**src/rtl/ofdm_tx_l1_clipper.sv**
```systemverilog
// L1-magnitude peak limiter for the OFDM TX path: samples whose |Re|+|Im| exceeds
// Threshold are scaled by floor(Threshold*2^15/mag) (Q0.15), preserving phase.
module ofdm_tx_l1_clipper (
    input  logic               Clk,
    input  logic               Rst_n,
    input  logic               InValid,
    output logic               InReady,
    input  logic signed [15:0] InRe,
    input  logic signed [15:0] InIm,
    input  logic        [16:0] Threshold,
    output logic               OutValid,
    output logic signed [15:0] OutRe,
    output logic signed [15:0] OutIm,
    output logic               ClipFlag,
    output logic        [15:0] ClipCount
);

    typedef enum logic [2:0] {
        IDLE  = 3'd0,
        MAG   = 3'd1,
        DIV   = 3'd2,
        SCALE = 3'd3,
        OUT   = 3'd4
    } state_t;

    state_t             state_q;
    logic signed [15:0] re_q;
    logic signed [15:0] im_q;
    logic        [16:0] th_q;
    logic        [16:0] abs_re_q;
    logic        [16:0] abs_im_q;
    logic        [17:0] mag_q;
    logic        [18:0] rem_q;
    logic        [14:0] quo_q;
    logic        [3:0]  cnt_q;

    logic               in_ready_q;
    logic               out_valid_q;
    logic signed [15:0] out_re_q;
    logic signed [15:0] out_im_q;
    logic               clip_flag_q;
    logic        [15:0] clip_count_q;

    logic        [16:0] abs_re_d;
    logic        [16:0] abs_im_d;
    logic        [17:0] mag_d;
    logic        [18:0] rem_sh_d;
    logic               quo_bit_d;
    logic        [18:0] rem_d;

    // 17-bit magnitude so that -32768 maps to +32768 without overflow
    function automatic logic [16:0] abs17(input logic signed [15:0] v);
        logic signed [16:0] ext;
        ext = {v[15], v};
        return v[15] ? 17'(-ext) : 17'(ext);
    endfunction

    // Truncating scale keeps |out| <= |in|*ratio/2^15, so the L1 result never exceeds Threshold
    function automatic logic signed [15:0] scale16(input logic        sign_neg,
                                                   input logic [16:0] a,
                                                   input logic [14:0] r);
        logic [31:0] prod;
        logic [15:0] m;
        prod = {15'd0, a} * {17'd0, r};
        m    = prod[30:15];
        return sign_neg ? $signed(-m) : $signed(m);
    endfunction

    always_comb begin
        abs_re_d  = abs17(re_q);
        abs_im_d  = abs17(im_q);
        mag_d     = {1'b0, abs_re_d} + {1'b0, abs_im_d};
        rem_sh_d  = {rem_q[17:0], 1'b0};
        quo_bit_d = (rem_sh_d >= {1'b0, mag_q});
        rem_d     = quo_bit_d ? (rem_sh_d - {1'b0, mag_q}) : rem_sh_d;
    end

    always_ff @(posedge Clk) begin
        if (!Rst_n) begin
            state_q      <= IDLE;
            re_q         <= '0;
            im_q         <= '0;
            th_q         <= '0;
            abs_re_q     <= '0;
            abs_im_q     <= '0;
            mag_q        <= '0;
            rem_q        <= '0;
            quo_q        <= '0;
            cnt_q        <= '0;
            in_ready_q   <= 1'b0;
            out_valid_q  <= 1'b0;
            out_re_q     <= '0;
            out_im_q     <= '0;
            clip_flag_q  <= 1'b0;
            clip_count_q <= '0;
        end else begin
            out_valid_q <= 1'b0;
            case (state_q)
                IDLE: begin
                    if (InValid && in_ready_q) begin
                        re_q       <= InRe;
                        im_q       <= InIm;
                        th_q       <= Threshold;
                        in_ready_q <= 1'b0;
                        state_q    <= MAG;
                    end else begin
                        in_ready_q <= 1'b1;
                    end
                end
                MAG: begin
                    abs_re_q <= abs_re_d;
                    abs_im_q <= abs_im_d;
                    mag_q    <= mag_d;
                    rem_q    <= {2'b00, th_q};
                    quo_q    <= '0;
                    cnt_q    <= '0;
                    if ((th_q == 17'd0) || (mag_d <= {1'b0, th_q})) begin
                        out_re_q    <= re_q;
                        out_im_q    <= im_q;
                        clip_flag_q <= 1'b0;
                        state_q     <= OUT;
                    end else begin
                        state_q <= DIV;
                    end
                end
                DIV: begin
                    // Remainder starts at Threshold < mag, so 15 steps yield the full Q0.15 ratio
                    rem_q <= rem_d;
                    quo_q <= {quo_q[13:0], quo_bit_d};
                    if (cnt_q == 4'd14) begin
                        state_q <= SCALE;
                    end else begin
                        cnt_q <= cnt_q + 4'd1;
                    end
                end
                SCALE: begin
                    out_re_q    <= scale16(re_q[15], abs_re_q, quo_q);
                    out_im_q    <= scale16(im_q[15], abs_im_q, quo_q);
                    clip_flag_q <= 1'b1;
                    if (clip_count_q != 16'hFFFF) begin
                        clip_count_q <= clip_count_q + 16'd1;
                    end
                    state_q <= OUT;
                end
                OUT: begin
                    out_valid_q <= 1'b1;
                    in_ready_q  <= 1'b1;
                    state_q     <= IDLE;
                end
                default: begin
                    in_ready_q <= 1'b0;
                    state_q    <= IDLE;
                end
            endcase
        end
    end

    assign InReady   = in_ready_q;
    assign OutValid  = out_valid_q;
    assign OutRe     = out_re_q;
    assign OutIm     = out_im_q;
    assign ClipFlag  = clip_flag_q;
    assign ClipCount = clip_count_q;

endmodule

```
**config.mk**
```make
export PLATFORM = sky130hd
export DESIGN_NAME = ofdm_tx_l1_clipper
export DESIGN_NICKNAME = d
export VERILOG_FILES = /design/src/rtl/ofdm_tx_l1_clipper.sv
export SDC_FILE = /design/constraint.sdc
export NUM_CORES = 2
export LEC_CHECK = 0
export BUFFER_PORTS_ARGS = -buffer_cell sky130_fd_sc_hd__buf_4
export CAP_MARGIN = 40
export CELL_PAD_IN_SITES_DETAIL_PLACEMENT = 1
export CELL_PAD_IN_SITES_GLOBAL_PLACEMENT = 2
export CORE_MARGIN = 3
export CORE_UTILIZATION = 40
export DETAILED_ROUTE_END_ITERATION = 7
export PLACE_DENSITY_LB_ADDON = 0.1
export SLEW_MARGIN = 40
export SYNTH_ARGS = -nofsm -noshare
export SYNTH_HDL_FRONTEND = slang
export SYNTH_SLANG_ARGS = --single-unit
export TNS_END_PERCENT = 100
```
**constraint.sdc**
```tcl
create_clock -name Clk -period 9.1 [get_ports Clk]
set_input_delay 1.82 -clock Clk [delete_from_list [all_inputs] [get_ports Clk]]
set_output_delay 1.82 -clock Clk [all_outputs]
set_load 0.02 [all_outputs]
```
==> impl.org <==
** Status
- Run status :: completed

** Critical path
- In this run the critical register-to-register path is captured at OutIm[10].
- At the worst endpoint, the required time is 9.46 ns.
- Launch point of the worst path :: quo_q[4]
- Measured in cells, the most critical reg-to-reg path has a length of 25.
- In this run the critical register-to-register path is launched from quo_q[4].
- The setup check on the worst reg-to-reg path leaves a slack of between 0.9 and 1 ns.
- Worst setup SP type :: flip-flop
- For the worst setup path, the data arrival time is 8.50 ns.
- The most critical setup path has its endpoint at OutIm[10].
- Maximum fanout along the worst path :: 23
- The critical path in this run is classified as reg -> reg.
- STA classifies the critical path endpoint as a flip-flop.

** Placement
- Detailed placement finished with a half-perimeter wire length of 71500 um.
- In this run the cell area measured after placement is 28900 um^2.
- The congestion estimate from routability-driven global placement came to 0.861.
- Count of port buffers added during placement :: approximately 100

** Synth
- Yosys printed 0 warnings.
- Number of standard cells after synthesis :: 3257
- Primary FF master, synth :: sky130_fd_sc_hd__dfxtp_1
- Yosys attributes the largest share of cell area to sky130_fd_sc_hd__fa_1 28%, sky130_fd_sc_hd__dfxtp_1 14%, sky130_fd_sc_hd__ha_1 11%.
- Share of flip-flops with an asynchronous set or reset :: 0%
- Seq cells post-synth :: 192
- After synthesis, the mean cell area works out to 8.36 um^2.
- The synthesized netlist occupies a cell area of 27200 um^2.
- Sequential-to-total area share from yosys stat :: between 10 and 15%
- Of the post-synthesis cell area, the dominant cell type holds 28.2%.
- Summed over all instances, the cell type with the most area after synthesis is sky130_fd_sc_hd__fa_1.
- Post-synth EDFFs :: 0
- Number of unique standard cell types used by synthesis :: 87

** Power
- Seq pwr share :: 27.9%
- Clock Power Share :: 17.9%
- The internal portion of the total power is 2.28 mW.
- In this run the power density over the cells is 153 nW/um^2.
- Worst vdd ir :: about 0.00026 V
- Summed over all cells, the static leakage comes to 14.4 nW.
- Portion of total power attributed to combinational logic :: between 50% and 60%
- Switching power total :: 2.23 mW
- Overall Power :: around 4.5 mW
- Net switching is between 40% and 50% of the power.

** Floorplan
- I/O Pins :: between 100 and 150
- Die W :: roughly 270 um
- Die extent in y :: 267 um
- The region available for standard cell placement spans slightly below 70000 um^2.
- The initial utilization of the core area, before any placement, comes to around two fifths.
- Die ar. :: 71300 um^2
- In this run the core area contains 95 standard-cell rows.

** STA
- Setup total negative slack on the finished layout was measured at 0 ns.
- The worst path uses 89.5% of the clock period.
- The worst pin sits at a relative slew slack of roughly 40%.
- Final number of max-transition violations :: 0
- Post-layout min period :: just over 8 ns
- Based on the critical path, the design can be clocked at up to ~120 MHz.
- Endpoints failing hold :: 0
- RSZ-0062 raised after global routing :: false
- Setup violations remaining at the end of the flow were counted as 0.
- At the pin with the least slew margin, the transition time is 0.899 ns.
- The clock arrives with around 0.011 ns of skew.

** Clocking
- Counting the buffers created by CTS gives 17.
- Count of cells resized by post-cts repair :: 0
- After clock tree synthesis, the clock-pin slew on the worst setup and hold paths is 0.09 ns.
- Postcts setup bufs :: 0
- TritonCTS built the clock tree.
- Counting along the longest clock path gives a buffer depth of 2.
- Clock latency at the later pin of the worst-skew pair :: just under 0.5 ns
- The number of hold buffers added after CTS was 0.
- Clock tree synthesis selected as its root buffer the cell sky130_fd_sc_hd__clkbuf_16.
- Max H-tree Level :: 4
- Number of sinks on the clock net :: approximately 190

** Global route
- Global routing used approximately a quarter of the available tracks.
- Entering global routing, the biggest net connects approximately 100 pins.
- The number of global-route vias before repair was about 25000.
- Number of antenna violations at the first check in global routing :: 2
- GRT overflow :: 0
- Wire length of the first global-routing pass :: 141000 um

** Drt
- Across all layers, the routed design uses 22400 vias.
- The final layout contains routed wiring with a total length of 88200 um.
- DRC violation count after routing :: 0
- Remaining antenna violation count :: 0
- Detailed-route wire length per cell :: 21.2 um
- Via density per instance :: 5.38
- Violation count after the first detailed-route iteration :: 1053
- Detailed-router iteration count before antenna repair :: 5

** Final layout
- The sequential cells in the finished layout cover a total of around 3800 um^2.
- From synthesis to final layout, the design area changed by 8.52%.
- Post-layout nets :: between 3000 and 4000
- Multi-input gate area in the final layout :: 20800 um^2
- Number of inserted filler cells in the final layout :: 8042
- The post-route netlist has just under 8% of its cells at a drive strength greater than 1.
- Cell area after layout :: 29600 um^2

** Worst hold path
- Worst hold path class :: reg -> reg

** Run
- Number of maximum-capacitance violations :: 0
## synthesized netlist by cell type, types with 10 or more instances
| cell | instances |
|---|---|
| sky130_fd_sc_hd__o211ai_1 | 14 |
| sky130_fd_sc_hd__or3_1 | 17 |
| sky130_fd_sc_hd__o22ai_1 | 10 |
| sky130_fd_sc_hd__dfxtp_1 | 192 |
| sky130_fd_sc_hd__a21o_1 | 38 |
| sky130_fd_sc_hd__and3_1 | 21 |
| sky130_fd_sc_hd__mux2_2 | 17 |
| sky130_fd_sc_hd__a31oi_1 | 15 |
| sky130_fd_sc_hd__nor3_1 | 56 |
| sky130_fd_sc_hd__nor2b_1 | 17 |
| sky130_fd_sc_hd__nand3_1 | 36 |
| sky130_fd_sc_hd__inv_1 | 514 |
| sky130_fd_sc_hd__nor2_1 | 170 |
| sky130_fd_sc_hd__nand2_1 | 435 |
| sky130_fd_sc_hd__a211oi_1 | 40 |
| sky130_fd_sc_hd__mux2i_1 | 27 |
| sky130_fd_sc_hd__nand4_1 | 16 |
| sky130_fd_sc_hd__xnor2_1 | 78 |
| sky130_fd_sc_hd__o21ai_0 | 68 |
| sky130_fd_sc_hd__and2_1 | 300 |
| sky130_fd_sc_hd__ha_1 | 237 |
| sky130_fd_sc_hd__a21boi_0 | 10 |
| sky130_fd_sc_hd__a22oi_1 | 31 |
| sky130_fd_sc_hd__a21oi_1 | 151 |
| sky130_fd_sc_hd__o31ai_1 | 18 |
| sky130_fd_sc_hd__fa_1 | 384 |
| sky130_fd_sc_hd__clkbuf_1 | 155 |
| sky130_fd_sc_hd__xor2_1 | 39 |
| sky130_fd_sc_hd__nand2b_1 | 15 |
## worst min path at each step
stage | from | end | cells after the start
2_1_floorplan | mag_q[10] | mag_q[10] | 2
3_3_place_gp | mag_q[15] | mag_q[15] | 2
3_5_place_dp | mag_q[6] | mag_q[6] | 2
4_1_cts | mag_q[6] | mag_q[6] | 2
5_1_grt | mag_q[4] | mag_q[4] | 2
6_report | mag_q[6] | mag_q[6] | 2
## worst max-delay path: stages (launching register included)
cell and delay [ns]:
sky130_fd_sc_hd__dfxtp_1 0.57, sky130_fd_sc_hd__and2_1 0.28, sky130_fd_sc_hd__fa_1 0.50, sky130_fd_sc_hd__inv_1 0.08, sky130_fd_sc_hd__fa_1 0.55, sky130_fd_sc_hd__inv_1 0.06
sky130_fd_sc_hd__fa_1 0.51, sky130_fd_sc_hd__inv_1 0.05, sky130_fd_sc_hd__fa_1 0.48, sky130_fd_sc_hd__inv_1 0.06, sky130_fd_sc_hd__fa_1 0.54, sky130_fd_sc_hd__inv_1 0.06
sky130_fd_sc_hd__fa_1 0.53, sky130_fd_sc_hd__inv_1 0.05, sky130_fd_sc_hd__ha_1 0.32, sky130_fd_sc_hd__o21a_1 0.12, sky130_fd_sc_hd__o211ai_1 0.52, sky130_fd_sc_hd__a21oi_1 0.14
sky130_fd_sc_hd__or3_1 0.38, sky130_fd_sc_hd__o311ai_1 0.57, sky130_fd_sc_hd__ha_1 0.30, sky130_fd_sc_hd__inv_1 0.07, sky130_fd_sc_hd__or4_1 0.58, sky130_fd_sc_hd__o41ai_1 0.35
sky130_fd_sc_hd__xnor2_1 0.20, sky130_fd_sc_hd__o22ai_1 0.12
## per-layer routing
metal,vias to the layer above,routed length [um],GRT usage [%]
li1,10400,-,-
met1,11500,39700,33.8
met2,383,43100,44.2
met3,82,3210,3.46
met4,2,2220,7.07
met5,-,13,0
## cells in the final DEF, fill, tap and decap left out, types with 17 or more instances in the layout
cell	Yosys	final
sky130_fd_sc_hd__a211oi_1	40	40
sky130_fd_sc_hd__a21o_1	38	38
sky130_fd_sc_hd__a21oi_1	151	151
sky130_fd_sc_hd__a22oi_1	31	31
sky130_fd_sc_hd__and2_1	300	300
sky130_fd_sc_hd__and3_1	21	20
sky130_fd_sc_hd__buf_4	1	160
sky130_fd_sc_hd__clkbuf_16	0	17
sky130_fd_sc_hd__dfxtp_1	192	187
sky130_fd_sc_hd__fa_1	384	384
sky130_fd_sc_hd__ha_1	237	237
sky130_fd_sc_hd__inv_1	514	514
sky130_fd_sc_hd__mux2_2	17	17
sky130_fd_sc_hd__mux2i_1	27	26
sky130_fd_sc_hd__nand2_1	435	435
sky130_fd_sc_hd__nand3_1	36	35
sky130_fd_sc_hd__nor2_1	170	168
sky130_fd_sc_hd__nor2b_1	17	17
sky130_fd_sc_hd__nor3_1	56	56
sky130_fd_sc_hd__o21ai_0	68	68
sky130_fd_sc_hd__o31ai_1	18	18
sky130_fd_sc_hd__or3_1	17	17
sky130_fd_sc_hd__xnor2_1	78	78
sky130_fd_sc_hd__xor2_1	39	39
## final cells by class
| class | count | share of cell area, % |
|---|---|---|
| well taps | 873 | 3.70 |
| clock buffers | 17 | 1.44 |
| clock inverters | 15 | 0.605 |
| flip-flops and latches | 192 | 13.0 |
| repair buffers | 162 | 4.22 |
| inverters | 515 | 6.57 |
| diodes | 2 | 0.0169 |
| multi-input cells | 2383 | 70.4 |
## stage by stage
step / util [%] / std cells / hold slack [ns] / setup slack, ns
detailed placement: 43.0 / 4125 / 0.452 / 1.04
floorplan: - / 3258 / 0.436 / 2.06
global route: 43.9 / 4158 / 0.496 / 0.465
finish: 43.9 / 4159 / 0.460 / 0.960
CTS: 43.9 / 4157 / 0.464 / 0.965
global placement: 42.9 / 4124 / 0.446 / 1.02
## sequential cells by signal (all words and copies together) (netlist names)
| register | count |
|---|---|
| state_q | 3 |
| ClipFlag | 1 |
| im_q | 16 |
| abs_re_q | 17 |
| mag_q | 18 |
| th_q | 17 |
| ClipCount | 16 |
| re_q | 16 |
| cnt_q | 4 |
| OutRe | 16 |
| OutValid | 1 |
| quo_q | 15 |
| InReady | 1 |
| rem_q | 18 |
| abs_im_q | 17 |
| OutIm | 16 |
## power by group through the flow
stage               logic [mW]  registers [mW]  clock network (mW)
finish                    2.44            1.26               0.807
global route              2.67            1.28               0.860
CTS                       2.43            1.25               0.827
detailed placement        2.42            1.27                   0
global placement          2.35            1.26                   0
floorplan                 1.67            1.13                   0
## kinds of logic after synthesis
kind of cell	Yosys count	synth area share, %
DFF	192	14.1
AOI/OAI and AO/OA	471	11.4
muxes	44	1.69
xor gates and xnor gates	118	3.82
buffers and inverters	683	9.65
other	1	0.0138
adders and majority gates	621	39.1
and+or+nand+nor	1127	20.2
Power figures use the tool's default switching activity.
